--- src/rtl/mem_pkg.sv ---
// mem_pkg: shared definitions for the MEM-stage data bus logic.
// Holds the access-size encodings, the FSM state type, the byte-enable width,
// and helper functions for alignment checks, byte enables and store-lane
// replication. Imported by data_mem_stage and load_extend.
package mem_pkg;

  localparam int BE_WIDTH = 4;

  localparam logic [1:0] SZ_BYTE = 2'b00;
  localparam logic [1:0] SZ_HALF = 2'b01;
  localparam logic [1:0] SZ_WORD = 2'b10;

  typedef enum logic [1:0] {
    IDLE   = 2'd0,
    ACCESS = 2'd1,
    DONE   = 2'd2
  } mem_state_t;

  // Size 2'b11 falls into the default arm everywhere and behaves as a word.
  function automatic logic is_aligned(input logic [1:0] size, input logic [1:0] off);
    case (size)
      SZ_BYTE: return 1'b1;
      SZ_HALF: return ~off[0];
      default: return (off == 2'b00);
    endcase
  endfunction

  function automatic logic [BE_WIDTH-1:0] byte_en(input logic [1:0] size, input logic [1:0] off);
    case (size)
      SZ_BYTE: return BE_WIDTH'(1) << off;
      SZ_HALF: return off[1] ? 4'b1100 : 4'b0011;
      default: return 4'b1111;
    endcase
  endfunction

  // Replicate the low byte/half across all lanes so the memory can pick the
  // enabled lane without a shifter on the store path.
  function automatic logic [31:0] store_repl(input logic [1:0] size, input logic [31:0] wdata);
    case (size)
      SZ_BYTE: return {4{wdata[7:0]}};
      SZ_HALF: return {2{wdata[15:0]}};
      default: return wdata;
    endcase
  endfunction

endpackage

--- src/rtl/load_extend.sv ---
// load_extend: combinational load-data lane select and extension.
// Ports:
//   rdata_i    read word from the data bus
//   off_i      byte offset addr[1:0] of the access
//   size_i     access size (byte/half/word, 11 = word)
//   unsigned_i 1 = zero-extend, 0 = sign-extend
//   data_o     extended load result
module load_extend
  import mem_pkg::*;
#(
  parameter int WIDTH = 32
) (
  input  logic [WIDTH-1:0] rdata_i,
  input  logic [1:0]       off_i,
  input  logic [1:0]       size_i,
  input  logic             unsigned_i,
  output logic [WIDTH-1:0] data_o
);

  logic [WIDTH-1:0] lane;

  always_comb begin
    lane = rdata_i >> {off_i, 3'b000};
    case (size_i)
      SZ_BYTE: data_o = {{(WIDTH-8){~unsigned_i & lane[7]}}, lane[7:0]};
      SZ_HALF: data_o = {{(WIDTH-16){~unsigned_i & lane[15]}}, lane[15:0]};
      default: data_o = lane;
    endcase
  end

endmodule

--- src/rtl/data_mem_stage.sv ---
// data_mem_stage: MEM stage of the 5-stage RISC-V pipeline.
// Drives a single-port req/ready data bus, builds byte enables and
// lane-replicated store data, stalls the pipeline while an access is
// outstanding and returns extended load data to the MEM/WB register.
// Ports:
//   clk, rst                    clock, asynchronous active-high reset
//   mem_read_in/mem_write_in    load/store in MEM (write wins if both)
//   size_in, unsigned_in        access size, zero-extend select
//   addr_in, wdata_in           byte address, store data
//   dbus_req/we/addr/be/wdata   registered bus request outputs
//   dbus_ready, dbus_rdata      bus completion and read data
//   load_data                   extended load result (valid in DONE)
//   stall                       pipeline freeze
//   misalign_err, bus_err       one-cycle error flags
// Optional feature: define MEM_TIMEOUT_EN to abort an access after TIMEOUT
// ACCESS cycles without dbus_ready (bus_err pulses); otherwise bus_err is 0.
module data_mem_stage
  import mem_pkg::*;
#(
  parameter int WIDTH   = 32,
  parameter int TIMEOUT = 16
) (
  input  logic                clk,
  input  logic                rst,
  input  logic                mem_read_in,
  input  logic                mem_write_in,
  input  logic [1:0]          size_in,
  input  logic                unsigned_in,
  input  logic [WIDTH-1:0]    addr_in,
  input  logic [WIDTH-1:0]    wdata_in,
  output logic                dbus_req,
  output logic                dbus_we,
  output logic [WIDTH-1:0]    dbus_addr,
  output logic [BE_WIDTH-1:0] dbus_be,
  output logic [WIDTH-1:0]    dbus_wdata,
  input  logic                dbus_ready,
  input  logic [WIDTH-1:0]    dbus_rdata,
  output logic [WIDTH-1:0]    load_data,
  output logic                stall,
  output logic                misalign_err,
  output logic                bus_err
);

  if (WIDTH != 32) begin : g_bad_width
    $error("data_mem_stage supports WIDTH=32 only");
  end
  if (TIMEOUT < 1) begin : g_bad_timeout
    $error("data_mem_stage requires TIMEOUT >= 1");
  end

  mem_state_t          state_q, state_d;
  logic                req_q, req_d;
  logic                we_q, we_d;
  logic [WIDTH-1:0]    addr_q, addr_d;
  logic [BE_WIDTH-1:0] be_q, be_d;
  logic [WIDTH-1:0]    wdata_q, wdata_d;
  logic [1:0]          off_q, off_d;
  logic [1:0]          size_q, size_d;
  logic                uns_q, uns_d;
  logic [WIDTH-1:0]    ld_q, ld_d;
  logic                berr_q, berr_d;

  logic                access;
  logic                aligned;
  logic [WIDTH-1:0]    ext_data;

`ifdef MEM_TIMEOUT_EN
  localparam int CNT_W = $clog2(TIMEOUT + 1);
  logic [CNT_W-1:0] cnt_q, cnt_d;
`endif

  // Extension uses the offset/size latched at request time, not the live
  // inputs, since the EX/MEM register is frozen but not trusted here.
  load_extend #(.WIDTH(WIDTH)) u_load_extend (
    .rdata_i    (dbus_rdata),
    .off_i      (off_q),
    .size_i     (size_q),
    .unsigned_i (uns_q),
    .data_o     (ext_data)
  );

  assign access  = mem_read_in | mem_write_in;
  assign aligned = is_aligned(size_in, addr_in[1:0]);

  always_comb begin
    state_d = state_q;
    req_d   = req_q;
    we_d    = we_q;
    addr_d  = addr_q;
    be_d    = be_q;
    wdata_d = wdata_q;
    off_d   = off_q;
    size_d  = size_q;
    uns_d   = uns_q;
    ld_d    = ld_q;
    berr_d  = 1'b0;
`ifdef MEM_TIMEOUT_EN
    cnt_d   = cnt_q;
`endif
    case (state_q)
      IDLE: begin
        if (access && aligned) begin
          state_d = ACCESS;
          req_d   = 1'b1;
          we_d    = mem_write_in;
          addr_d  = {addr_in[WIDTH-1:2], 2'b00};
          be_d    = byte_en(size_in, addr_in[1:0]);
          wdata_d = store_repl(size_in, wdata_in);
          off_d   = addr_in[1:0];
          size_d  = size_in;
          uns_d   = unsigned_in;
`ifdef MEM_TIMEOUT_EN
          cnt_d   = '0;
`endif
        end
      end
      ACCESS: begin
        if (dbus_ready) begin
          state_d = DONE;
          req_d   = 1'b0;
          we_d    = 1'b0;
          ld_d    = ext_data;
        end
`ifdef MEM_TIMEOUT_EN
        // Ready on the limit cycle takes the branch above.
        else if (cnt_q == CNT_W'(TIMEOUT - 1)) begin
          state_d = DONE;
          req_d   = 1'b0;
          we_d    = 1'b0;
          ld_d    = '0;
          berr_d  = 1'b1;
        end else begin
          cnt_d = cnt_q + 1'b1;
        end
`endif
      end
      DONE:    state_d = IDLE;
      default: state_d = IDLE;
    endcase
  end

  always_ff @(posedge clk or posedge rst) begin
    if (rst) begin
      state_q <= IDLE;
      req_q   <= 1'b0;
      we_q    <= 1'b0;
      addr_q  <= '0;
      be_q    <= '0;
      wdata_q <= '0;
      off_q   <= '0;
      size_q  <= '0;
      uns_q   <= 1'b0;
      ld_q    <= '0;
      berr_q  <= 1'b0;
`ifdef MEM_TIMEOUT_EN
      cnt_q   <= '0;
`endif
    end else begin
      state_q <= state_d;
      req_q   <= req_d;
      we_q    <= we_d;
      addr_q  <= addr_d;
      be_q    <= be_d;
      wdata_q <= wdata_d;
      off_q   <= off_d;
      size_q  <= size_d;
      uns_q   <= uns_d;
      ld_q    <= ld_d;
      berr_q  <= berr_d;
`ifdef MEM_TIMEOUT_EN
      cnt_q   <= cnt_d;
`endif
    end
  end

  assign dbus_req   = req_q;
  assign dbus_we    = we_q;
  assign dbus_addr  = addr_q;
  assign dbus_be    = be_q;
  assign dbus_wdata = wdata_q;
  assign load_data  = (state_q == DONE) ? ld_q : '0;

  // rst gates the combinational flags so they fall with the reset edge even
  // while the frozen instruction is still present at the inputs.
  assign stall        = ~rst & (((state_q == IDLE) & access & aligned) | (state_q == ACCESS));
  assign misalign_err = ~rst & (state_q == IDLE) & access & ~aligned;

`ifdef MEM_TIMEOUT_EN
  assign bus_err = berr_q;
`else
  assign bus_err = 1'b0;
  logic unused_berr;
  assign unused_berr = berr_q;
`endif

endmodule

--- config.mk ---
export PLATFORM = sky130hd
export DESIGN_NAME = data_mem_stage
export DESIGN_NICKNAME = d
export VERILOG_FILES = /design/src/rtl/mem_pkg.sv /design/src/rtl/load_extend.sv /design/src/rtl/data_mem_stage.sv
export SDC_FILE = /design/constraint.sdc
export NUM_CORES = 1
export LEC_CHECK = 0
export CORE_ASPECT_RATIO = 1.5
export CORE_UTILIZATION = 47
export CTS_CLUSTER_SIZE = 24
export DETAILED_ROUTE_END_ITERATION = 7
export HOLD_SLACK_MARGIN = 0.05
export PLACE_DENSITY = 0.95
export RECOVER_POWER = 50
export SYNTH_ARGS = -nofsm -noshare
export SYNTH_HDL_FRONTEND = slang
export SYNTH_SLANG_ARGS = --single-unit
--- constraint.sdc ---
create_clock -name clk -period 7.34 [get_ports clk]
set_input_delay 1.468 -clock clk [delete_from_list [all_inputs] [get_ports clk]]
set_output_delay 1.468 -clock clk [all_outputs]
set_load 0.1 [all_outputs]
* Yosys cells after proc, flatten, opt, wreduce, memory -nomap -nowiden
Index checks and enable logic that the tools add are counted.
** Word-level totals
- Bits in registers :: 107
- Bits of input ports :: 104
- Output and inout bits :: 105
- Logic and storage cells :: 56
** Cells by class
- Equal/unequal tests :: 6
- Shifts and indexed selects :: 2
- Muxes and demuxes :: 14
- Bitwise logic cells :: 14
- Reductions and logical operators :: 10
** Operators with widths (number)
- $pmux 32 s2 :: 2
- $mux 32 :: 1
- $shr 32x5->32 :: 1
- $and 1x1->1 :: 8
- $logic_not 2->1 :: 4
- $pmux 4 s2 :: 1
- $eq 2x1->1 const B :: 3
- $pmux 1 s2 :: 3
- $reduce_and 2->1 :: 3
- $mux 2 :: 2
- $mux 4 :: 1
- $ne 2x2->1 const B :: 2
- $not 1->1 :: 4
- $pmux 2 s2 :: 1
- $shl 1x2->4 const A :: 1
- $mux 1 :: 3
- $reduce_and 3->1 :: 1
- $eq 2x2->1 const B :: 1
- $or 1x1->1 :: 2
- $reduce_bool 2->1 :: 1
- $logic_and 1x1->1 :: 1

* Logic depth before layout (Yosys ltp)
Gate-level depths: netlist of the first run.
- Depth after elaboration :: 5
- Gate-level depth with buffers :: 7
- Gate-level depth less buffers :: 4

* Hierarchy
A second synthesis of the first run with hierarchy kept.
** Unflattened totals
- Cell total of the unflattened synthesis :: 532
- Area, all modules :: 5449.0 um2
** By module, submodules not included
- data_mem_stage :: instances 1, cells an instance 429, area an instance 4680.7 um2
- load_extend :: instances 1, cells an instance 103, area an instance 768.2 um2

* Worst setup path before layout of the first run
No wires, ideal clock.
- Path kind :: input port to output port
- Start :: in size_in[0]
- End :: out misalign_err
- Arrival :: 4.574 ns
- Required time :: 5.872 ns
- Slack :: 1.298 ns
- Cell stages on the path :: 3
- Path buffers :: 1
- Path through :: buf_2 > a21oi_1 > nor4_1
** Between the ends
- Longest elaborated chain between the ends :: 4
- Elaborated cells on any way between the ends :: 5
- Classes of those cells :: eq/ne (1); mux (1); bitwise (2); reduce/logical (1)
** Ends and longest elaborated chain
- from (decl) :: line data_mem_stage.sv:27 : input logic [1:0] size_in,
- $eq 2x1->1 or $logic_not 2->1 (tied branches) :: line mem_pkg.sv:21 : case (size)
- $pmux 1 s2 * :: line mem_pkg.sv:21
- $not 1->1 * :: line data_mem_stage.sv:186 : assign misalign_err = ~rst & (state_q == IDLE) & access & ~aligned;
- $and 1x1->1 * :: line data_mem_stage.sv:186
- to (decl) :: line data_mem_stage.sv:40 : output logic misalign_err,
Mark *: on every way between the ends. The rest lies on a longest branch, timed or not.

* Worst setup path after layout of the first run
Ends and elaborated chain as after synthesis.

==> results.txt, run 1 <==
----------------------------------------------------
[Timing]
  Headroom to the max-slew limit ... -26.1%
  Final worst-path cycle share ... 76.4%
  Hold Vio Cnt, Final ... 0
  Unrepaired setup endpoints after global routing ... no
  Worst-case clock skew ... 4.45 ps
  Fin. max-slew vios ... roughly 80
  Accumulated negative setup slack ... 0 ps
  Slew at the pin with the worst max-slew slack ... 1890 ps
  Final setup slack of the worst path ... 1730 ps
  Setup-violating endpoint count in the final report ... 0
  Clock period minus worst slack ... 5610 ps
  Highest attainable clock frequency ... 178 MHz

[Placed design]
  RD Place Congestion ... between 0.8 and 0.9
  Placed wire-length estimate ... ~11000 µm
  Port Buffer Count ... about 210
  Setup Slack @ Placement ... between 1500 and 2000 ps

[Global routing]
  Total global routing track utilization ... 26.2%
  Vias in the first global route ... about 4700
  Global-route wire length before repair ... 22500 µm
  GRT met1 Usage ... a little over a quarter
  Initial antenna violation count ... 0
  Pin count of the biggest net entering global routing ... 103
  Met3 track demand over resource ... 6.89%
  Global route total overflow ... 0
  Global routing usage on met2 ... 46.7%
  Most Crowded Layer GR ... met2

[Layout]
  Most common cell after layout, fill and taps aside ... sky130_fd_sc_hd__clkdlybuf4s50_1
  Area of the multi-input gates ... 2250 µm²
  Nets@finish ... roughly 770
  Most frequent cells in the layout ... sky130_fd_sc_hd__clkdlybuf4s50_1 (170), sky130_fd_sc_hd__dfrtp_1 (107), sky130_fd_sc_hd__mux2_2 (49), sky130_fd_sc_hd__nand2_1 (49), sky130_fd_sc_hd__o21ai_0 (45)
  Fraction of layout cells with a size suffix above 1 ... 11.8%
  Antenna diode instance count ... 0
  Relative area change from synthesis to final layout ... 47.8%
  Area of all sequential standard cells ... between 2000 and 3000 µm²
  Filler Cell Count ... 775

[Routing]
  DRC ... 0
  Wire length reported by the detailed router ... ~15000 µm
  Detailed-route via count ... 4351
  Average via count per standard cell ... 5.33
  Iteration-0 DRC Markers ... 204
  Detail Route Antenna Nets ... 0
  Detailed-route wire length per cell ... approximately 18 µm
  Detailed Routing Iterations Pass 1 ... 4

[Synthesis]
  Cells after synthesis ... around 480
  Yosys reg bits ... roughly 110
  Count of flip-flops with a built-in enable after synthesis ... 0
  Library cells used by synthesis ... 37
  Seq/Total Area, Yosys ... 52.2%
  Yosys warning total ... 0
  Predominant post-synthesis flop cell ... sky130_fd_sc_hd__dfrtp_1
  Combined area of all synthesized cells ... 5130 µm²
  Synth Area per Inst ... 10.7 µm²
  Post-synthesis async set-or-reset flop share ... 100%

[CTS]
  CTS H-Tree Depth ... 3
  Clock latency reported for the late side of the worst-skew pair ... 340 ps
  Clock tree from TritonCTS ... built
  Setup Buffers After CTS ... 0
  Reg clk slew, reported paths ... 70 ps
  Number of buffers on the longest clock path ... 2
  Hold-fix buffer count after cts ... 0
  Cell at the root of the clock tree ... sky130_fd_sc_hd__clkbuf_16
  Number of CTS-inserted buffers ... 9
  Number of gates resized after cts ... 0
  Number of sinks handled by clock tree synthesis ... 107

[Outcome]
  Failing checks ... capacitance limit, slew limit
  Status ... finished with violations

[Min path]
  Path type of the worst min-delay path ... reg -> reg

[Floorplan]
  Horizontal extent of the die ... 87.3 µm
  Area of the core region ... 10600 µm²
  Starting utilization of the core area ... a little under 50%
  Total die area ... 11300 µm²
  Total I/O pin count ... 209
  Number of rows in the core area ... 46
  Chip Height ... 130 µm

[Critical path]
  Element type at the critical path end ... output pin
  Critical Path Source Type ... input pin
  Worst Path Required ... 5870 ps
  Worst Setup Path Type ... in -> out
  Critical-path maximum fanout ... 14
  Arrival time at the worst endpoint ... 4140 ps

[Job]
  Max-capacitance violation count ... 1

----------------------------------------------------
[final timing paths]
check | cells past startpoint | slack, ps | from | end
setup / recovery | 4 | 1730 | size_in[0] | misalign_err
hold / removal | 2 | 480 | ld_q[7] | ld_q[7]
setup reg to reg | 5 | 4370 | state_q[0] | ld_q[16]
hold reg to reg | 2 | 480 | ld_q[7] | ld_q[7]
max in group asynchronous | 3 | 2990 | rst | ld_q[23]
min in group asynchronous | 2 | 1930 | rst | dbus_we
[routing by layer]
| metal | part of all wire, % | vias up |
|---|---|---|
| li1 | - | 2022 |
| met1 | 34 | 2070 |
| met2 | 54 | 203 |
| met3 | 6.7 | 56 |
| met4 | 5.7 | 0 |
| met5 | 0 | - |
[cells in the mapped netlist, drive strengths merged, types with 2 or more instances]
master | count | area [µm²]
clkbuf | 13 | 48.8
mux2 | 49 | 552
o21ai | 45 | 225
nand2 | 49 | 184
nand2b | 3 | 18.8
a221o | 9 | 90.1
nand3 | 14 | 70.1
a21oi | 29 | 149
nor2 | 37 | 149
dfrtp | 107 | 2680
buf | 22 | 139
mux2i | 40 | 400
and2 | 39 | 244
inv | 3 | 11.3
nor2b | 2 | 12.5
or2 | 2 | 12.5
[cell families (layout without fill, tap and decap cells)]
kind of cell	after synthesis	after routing	synth area share, %
buffers and inverters	39	231	3.95
AOI/OAI and AO/OA	90	90	10.5
other	1	3	0.0731
and+or+nand+nor	151	151	14.2
muxes	90	90	19.0
DFF	107	107	52.2
[metrics by stage]
stage / instances / hold slack [ps] / instance area (µm²) / utilization (%)
after floorplan: 480 / 438 / 5140 / -
after global placement: 800 / 456 / 7230 / 68.3
after detailed placement: 800 / 458 / 7230 / 68.3
after CTS: 816 / 480 / 7600 / 71.8
after global routing: 816 / 504 / 7580 / 71.6
final: 816 / 478 / 7580 / 71.6
[registers in the layout, summed over array words and instances, names as in the netlist]
register,cells
dbus_wdata,32
ld_q,32
dbus_addr,30
dbus_be,4
off_q,2
size_q,2
state_q,2
dbus_req,1
dbus_we,1
uns_q,1
[critical path, cell delays in order]
cell and delay [ps]:
sky130_fd_sc_hd__clkdlybuf4s50_1 910, sky130_fd_sc_hd__a21oi_1 290, sky130_fd_sc_hd__nor4_1 300, sky130_fd_sc_hd__clkdlybuf4s50_1 1180
[layout make-up]
type / instances / area share, %
Clock buffer: 10 / 3.02
Clock inverter: 6 / 1.80
Inverter: 4 / 0.215
Multi-Input combinational cell: 334 / 29.7
Sequential cell: 107 / 35.3
Tap cell: 144 / 2.38
Timing Repair Buffer: 211 / 27.6
Power of run 1 is left out: the tool's default activity adds up to more than one toggle a clock period on the data nets, which glitch-free logic cannot reach.
==> run 2: changes to the inputs <==
--- a/config.mk
+++ b/config.mk
@@ -6,11 +6,11 @@
 export NUM_CORES = 1
 export LEC_CHECK = 0
 export CORE_ASPECT_RATIO = 1.5
-export CORE_UTILIZATION = 47
+export CORE_UTILIZATION = 44
 export CTS_CLUSTER_SIZE = 24
 export DETAILED_ROUTE_END_ITERATION = 7
 export HOLD_SLACK_MARGIN = 0.05
-export PLACE_DENSITY = 0.95
+export PLACE_DENSITY = 0.93
 export RECOVER_POWER = 50
 export SYNTH_ARGS = -nofsm -noshare
 export SYNTH_HDL_FRONTEND = slang
==> constraint.sdc (replaced) <==
create_clock -name clk -period 5.6 [get_ports clk]
set_input_delay 1.12 -clock clk [delete_from_list [all_inputs] [get_ports clk]]
set_output_delay 1.12 -clock clk [all_outputs]
set_load 0.1 [all_outputs]
==> run 2 against run 1 <==
The run still ends with capacitance limit, slew limit left; worst hold slack about the same; core utilization down 4.2 points; die area up 6.7%; register-to-register slack worse by 1800 ps; first-iteration DRC count up 15%; largest cell class unchanged; highest routed layer unchanged.
==> results.txt, run 2 (synthesis results as in run 1) <==
----------------------------------------------------
[Timing]
  Clock period minus worst slack ... 4290 ps
  Headroom to the max-slew limit ... -77.9%
  Smallest hold slack ... 478 ps
  Worst-case clock skew ... 7.85 ps
  Slew at the pin with the worst max-slew slack ... 2650 ps
  Fin. max-slew vios ... 61
  Unrepaired setup endpoints after global routing ... no
  Hold Vio Cnt, Final ... 0
  Final worst-path cycle share ... between 70% and 80%
  Highest attainable clock frequency ... between 200 and 250 MHz
  Setup-violating endpoint count in the final report ... 0
  Accumulated negative setup slack ... 0 ps

[Floorplan]
  Total die area ... between 10000 and 15000 µm²
  Horizontal extent of the die ... ~90 µm
  Chip Height ... ~130 µm
  Area of the core region ... 11200 µm²
  Starting utilization of the core area ... between 40% and 50%
  Total I/O pin count ... about 210
  Number of rows in the core area ... 47

[Routing]
  Wire length reported by the detailed router ... between 15000 and 20000 µm
  WL met1 ... 5330 µm
  Total met3 wirelength after detailed routing ... 1190 µm
  Detailed-route via count ... 4388
  Detailed-route wire length per cell ... 18.4 µm
  Met2 Wirelength ... 7780 µm
  Average via count per standard cell ... 5.35
  DRC ... 0
  Iteration-0 DRC Markers ... 234
  Detailed Routing Iterations Pass 1 ... 4
  Detail Route Antenna Nets ... 0
  Highest Signal Layer ... met4

[Critical path]
  Critical Path Source Type ... input pin
  Critical-path maximum fanout ... 14
  Arrival time at the worst endpoint ... 3170 ps
  Worst Path Required ... 4480 ps
  Crit-path cells ... dlygate4sd3_1 -> a21oi_1 -> nor4_1 -> buf_4
  Reg2Reg Depth ... 5
  Standard cell with the maximum stage delay on the critical path ... sky130_fd_sc_hd__dlygate4sd3_1
  Worst Setup Path Type ... in -> out
  Maximum single-stage delay on the critical path ... 980 ps
  Element type at the critical path end ... output pin

[Job]
  Max-capacitance violation count ... 1

[Layout]
  Relative area change from synthesis to final layout ... 46.8%
  Area of all sequential standard cells ... 2680 µm²
  Most frequent cells in the layout ... sky130_fd_sc_hd__clkdlybuf4s50_1 (157), sky130_fd_sc_hd__dfrtp_1 (107), sky130_fd_sc_hd__mux2_2 (49), sky130_fd_sc_hd__nand2_1 (49), sky130_fd_sc_hd__dlygate4sd3_1 (46)
  Area of the multi-input gates ... 2260 µm²
  Filler Cell Count ... 818
  Fraction of layout cells with a size suffix above 1 ... 12.2%
  Most common cell after layout, fill and taps aside ... sky130_fd_sc_hd__clkdlybuf4s50_1
  Nets@finish ... roughly 770
  Final cell count without fillers ... 820
  Finished Core Util ... 67.4%

[CTS]
  Cell at the root of the clock tree ... sky130_fd_sc_hd__clkbuf_16
  Clock latency reported for the late side of the worst-skew pair ... 350 ps
  Number of buffers on the longest clock path ... 2
  Number of sinks handled by clock tree synthesis ... about 110
  Clock tree from TritonCTS ... built
  Number of CTS-inserted buffers ... 9
  Reg clk slew, reported paths ... 70 ps
  Setup Buffers After CTS ... 0
  Number of gates resized after cts ... 0
  CTS H-Tree Depth ... 3
  Hold-fix buffer count after cts ... 0

[Placed design]
  Placed instance count ... 803
  Placed wire-length estimate ... 11200 µm
  Port Buffer Count ... just over 200
  RD Place Congestion ... 0.844

[Global routing]
  Global-route wire length before repair ... 24000 µm
  Global route total overflow ... 0
  Initial antenna violation count ... 1
  Pin count of the biggest net entering global routing ... 103
  Vias in the first global route ... 4722
  Total global routing track utilization ... 25.5%

[Min path]
  Worst hold path cell count ... 2
  Path type of the worst min-delay path ... reg -> reg

[Outcome]
  Failing checks ... capacitance limit, slew limit
  Status ... finished with violations

----------------------------------------------------
==> run 2: cell count changes in the layout (fill, tap and decap cells not counted), moves of 3 or more <==
| cell | change |
|---|---|
| sky130_fd_sc_hd__dlygate4sd3_1 | +12 |
| sky130_fd_sc_hd__clkinv_4 | +3 |
| sky130_fd_sc_hd__bufinv_16 | -4 |
| sky130_fd_sc_hd__clkdlybuf4s50_1 | -13 |
==> run 2: through the flow <==
stage	instance area, µm²	setup slack, ps
4_1_cts	7530	1410
5_1_grt	7530	825
3_5_place_dp	7240	1430
2_1_floorplan	5140	254
6_report	7530	1310
3_3_place_gp	7240	1620
==> run 2: final cells by class <==
type                       count  area share, %
multi-input combinational    334           30.1
sequential                   107           35.6
timing repair buffer         211           27.7
clock inverter                 6          0.798
inverter                       4          0.216
tap                          147           2.44
antenna                        1         0.0332
clock buffer                  10           3.17
==> run 2: per-layer routing <==
metal | track usage (%) | vias to the layer above
li1 | - | 2016
met1 | 27.4 | 2108
met2 | 44.4 | 211
met3 | 8.11 | 53
met4 | 14.1 | 0
met5 | 0 | -
==> run 2: final timing paths <==
kind,endpoint,startpoint,slack [ps]
worst min-delay path,dbus_req,dbus_req,480
worst min register to register,dbus_req,dbus_req,480
min in group asynchronous,state_q[0],rst,2030
worst max-delay path,misalign_err,size_in[0],1310
worst max register to register,ld_q[18],state_q[1],2550
max in group asynchronous,dbus_req,rst,1480
==> run 2: critical path: cells and delay by family <==
kind	cells	cell delay, ps
buffers and inverters	2	1350
AO/OA/AOI/OAI	1	290
AND/OR/NAND/NOR	1	400
Power of run 2 is left out for the same reason.
==> run 3: changes to the inputs <==
==> constraint.sdc (replaced) <==
create_clock -name clk -period 4.4 [get_ports clk]
set_input_delay 0.88 -clock clk [delete_from_list [all_inputs] [get_ports clk]]
set_output_delay 0.88 -clock clk [all_outputs]
set_load 0.1 [all_outputs]
==> run 3 against run 2 <==
The flow still finishes with violations (capacitance limit, slew limit); critical path depth increased by 1; clock-buffer cell count decreased by 1; via count up 0.75%; wire length shrank 1.5%; first-iteration DRC count shrank 33%; largest cell class unchanged; highest routed layer unchanged.
==> results.txt, run 3 (synthesis results as in run 1) <==
----------------------------------------------------
[Routing]
  Average via count per standard cell ... 5.38
  Detail Route Antenna Nets ... 0
  Detailed-route wire length per cell ... 18.1 µm
  DRC ... 0
  Detailed-route via count ... 4421
  Detailed Routing Iterations Pass 1 ... 4
  Wire length reported by the detailed router ... ~15000 µm
  Iteration-0 DRC Markers ... 157

[Critical path]
  Critical Path Source Type ... input pin
  Worst Setup SP ... size_in[0]
  Worst Path Required ... ~3500 ps
  Critical-path maximum fanout ... 14
  Arrival time at the worst endpoint ... roughly 3000 ps
  Worst Setup Path Type ... in -> out
  Element type at the critical path end ... output pin
  Start of the worst register-to-register path ... off_q[1]

[CTS]
  Number of buffers on the longest clock path ... 2
  Clock latency reported for the late side of the worst-skew pair ... 340 ps
  Number of gates resized after cts ... 0
  Setup Buffers After CTS ... 0
  Cell at the root of the clock tree ... sky130_fd_sc_hd__clkbuf_16
  Number of sinks handled by clock tree synthesis ... 107
  CTS H-Tree Depth ... 3
  Reg clk slew, reported paths ... 70 ps
  Hold-fix buffer count after cts ... 0
  Number of CTS-inserted buffers ... 9
  Clock tree from TritonCTS ... built

[Layout]
  Fraction of layout cells with a size suffix above 1 ... 14.5%
  Finished Core Util ... 66.3%
  Most frequent cells in the layout ... sky130_fd_sc_hd__clkdlybuf4s50_1 (169), sky130_fd_sc_hd__dfrtp_1 (107), sky130_fd_sc_hd__mux2_2 (49), sky130_fd_sc_hd__nand2_1 (49), sky130_fd_sc_hd__o21ai_0 (45)
  Relative area change from synthesis to final layout ... 44.4%
  Final standard cell area without fillers ... 7410 µm²
  Nets@finish ... 773
  Most common cell after layout, fill and taps aside ... sky130_fd_sc_hd__clkdlybuf4s50_1
  Filler Cell Count ... roughly 860

[Min path]
  Path type of the worst min-delay path ... reg -> reg
  Hold path startpoint ... ld_q[7]

[Global routing]
  Pin count of the biggest net entering global routing ... 103
  Initial antenna violation count ... 1
  Vias in the first global route ... 4794
  Global route total overflow ... 0
  Total global routing track utilization ... between 20 and 30%
  Global-route wire length before repair ... 24200 µm

[Floorplan]
  Total die area ... 12100 µm²
  Area of the core region ... 11200 µm²
  Number of rows in the core area ... 47
  Starting utilization of the core area ... between 40 and 50%
  Total I/O pin count ... 209
  Chip Height ... 134 µm
  Horizontal extent of the die ... about 90 µm

[Placed design]
  Cell area reported after detailed placement ... 7200 µm²
  Port Buffer Count ... around 210
  RD Place Congestion ... approximately 0.84
  Placed wire-length estimate ... 11300 µm

[Outcome]
  Failing checks ... capacitance limit, slew limit
  Status ... finished with violations

[Timing]
  Setup-violating endpoint count in the final report ... 0
  Unrepaired setup endpoints after global routing ... no
  Headroom to the max-slew limit ... -56.3%
  Accumulated negative setup slack ... 0 ps
  Fin. max-slew vios ... between 60 and 70
  Slew at the pin with the worst max-slew slack ... approximately 2300 ps
  Hold Vio Cnt, Final ... 0
  Final worst-path cycle share ... 86.5%
  Highest attainable clock frequency ... ~260 MHz
  Clock period minus worst slack ... 3800 ps
  Worst-case clock skew ... 10.9 ps

[Job]
  Max-capacitance violation count ... 1

----------------------------------------------------
run 3: cell types whose count changed in the layout (fill, tap and decap cells not counted), moves of 2 or more:
cell,delta
sky130_fd_sc_hd__buf_12,+2
sky130_fd_sc_hd__buf_4,+16
sky130_fd_sc_hd__clkbuf_1,+17
sky130_fd_sc_hd__clkdlybuf4s50_1,+12
sky130_fd_sc_hd__clkinv_4,-2
sky130_fd_sc_hd__dlygate4sd3_1,-44
run 3: area by class of cell:
cell class	instances	area [µm²]	share of cell area (%)
sequential	107	2680	36.2
multi-input combinational	334	2260	30.5
timing repair buffer	213	1980	26.8
clock buffer	9	225	3.04
tap	147	184	2.48
clock inverter	7	58.8	0.794
inverter	4	15.0	0.203
antenna	1	2.50	0.0338
run 3: routing by layer:
metal / wire (µm) / GRT usage [%]
met4: 872 / 15.1
met3: 1160 / 8.05
met5: 0 / 0
met2: 7640 / 44.9
met1: 5190 / 26.7
run 3: path summary, 6_finish.rpt:
kind | to | slack (ps) | cells after the start
setup reg to reg | ld_q[31] | 1690 | 4
min in group asynchronous | dbus_wdata[30] | 1850 | 2
hold / removal | ld_q[7] | 470 | 2
max in group asynchronous | dbus_addr[24] | 1180 | 3
hold reg to reg | ld_q[7] | 470 | 2
setup / recovery | misalign_err | 600 | 5
run 3: per-stage QoR:
step,instances,hold slack (ps),setup slack (ps)
6_report,822,471,596
5_1_grt,822,507,526
4_1_cts,821,477,1090
3_5_place_dp,805,459,1060
3_3_place_gp,805,459,1140
2_1_floorplan,480,438,297
run 3: worst max-delay path: stages:
cell                              delay (ps)
sky130_fd_sc_hd__clkdlybuf4s50_1         450
sky130_fd_sc_hd__clkbuf_1                650
sky130_fd_sc_hd__a21oi_1                 320
sky130_fd_sc_hd__nor4_2                  410
sky130_fd_sc_hd__buf_12                  220
Power of run 3 is left out for the same reason.
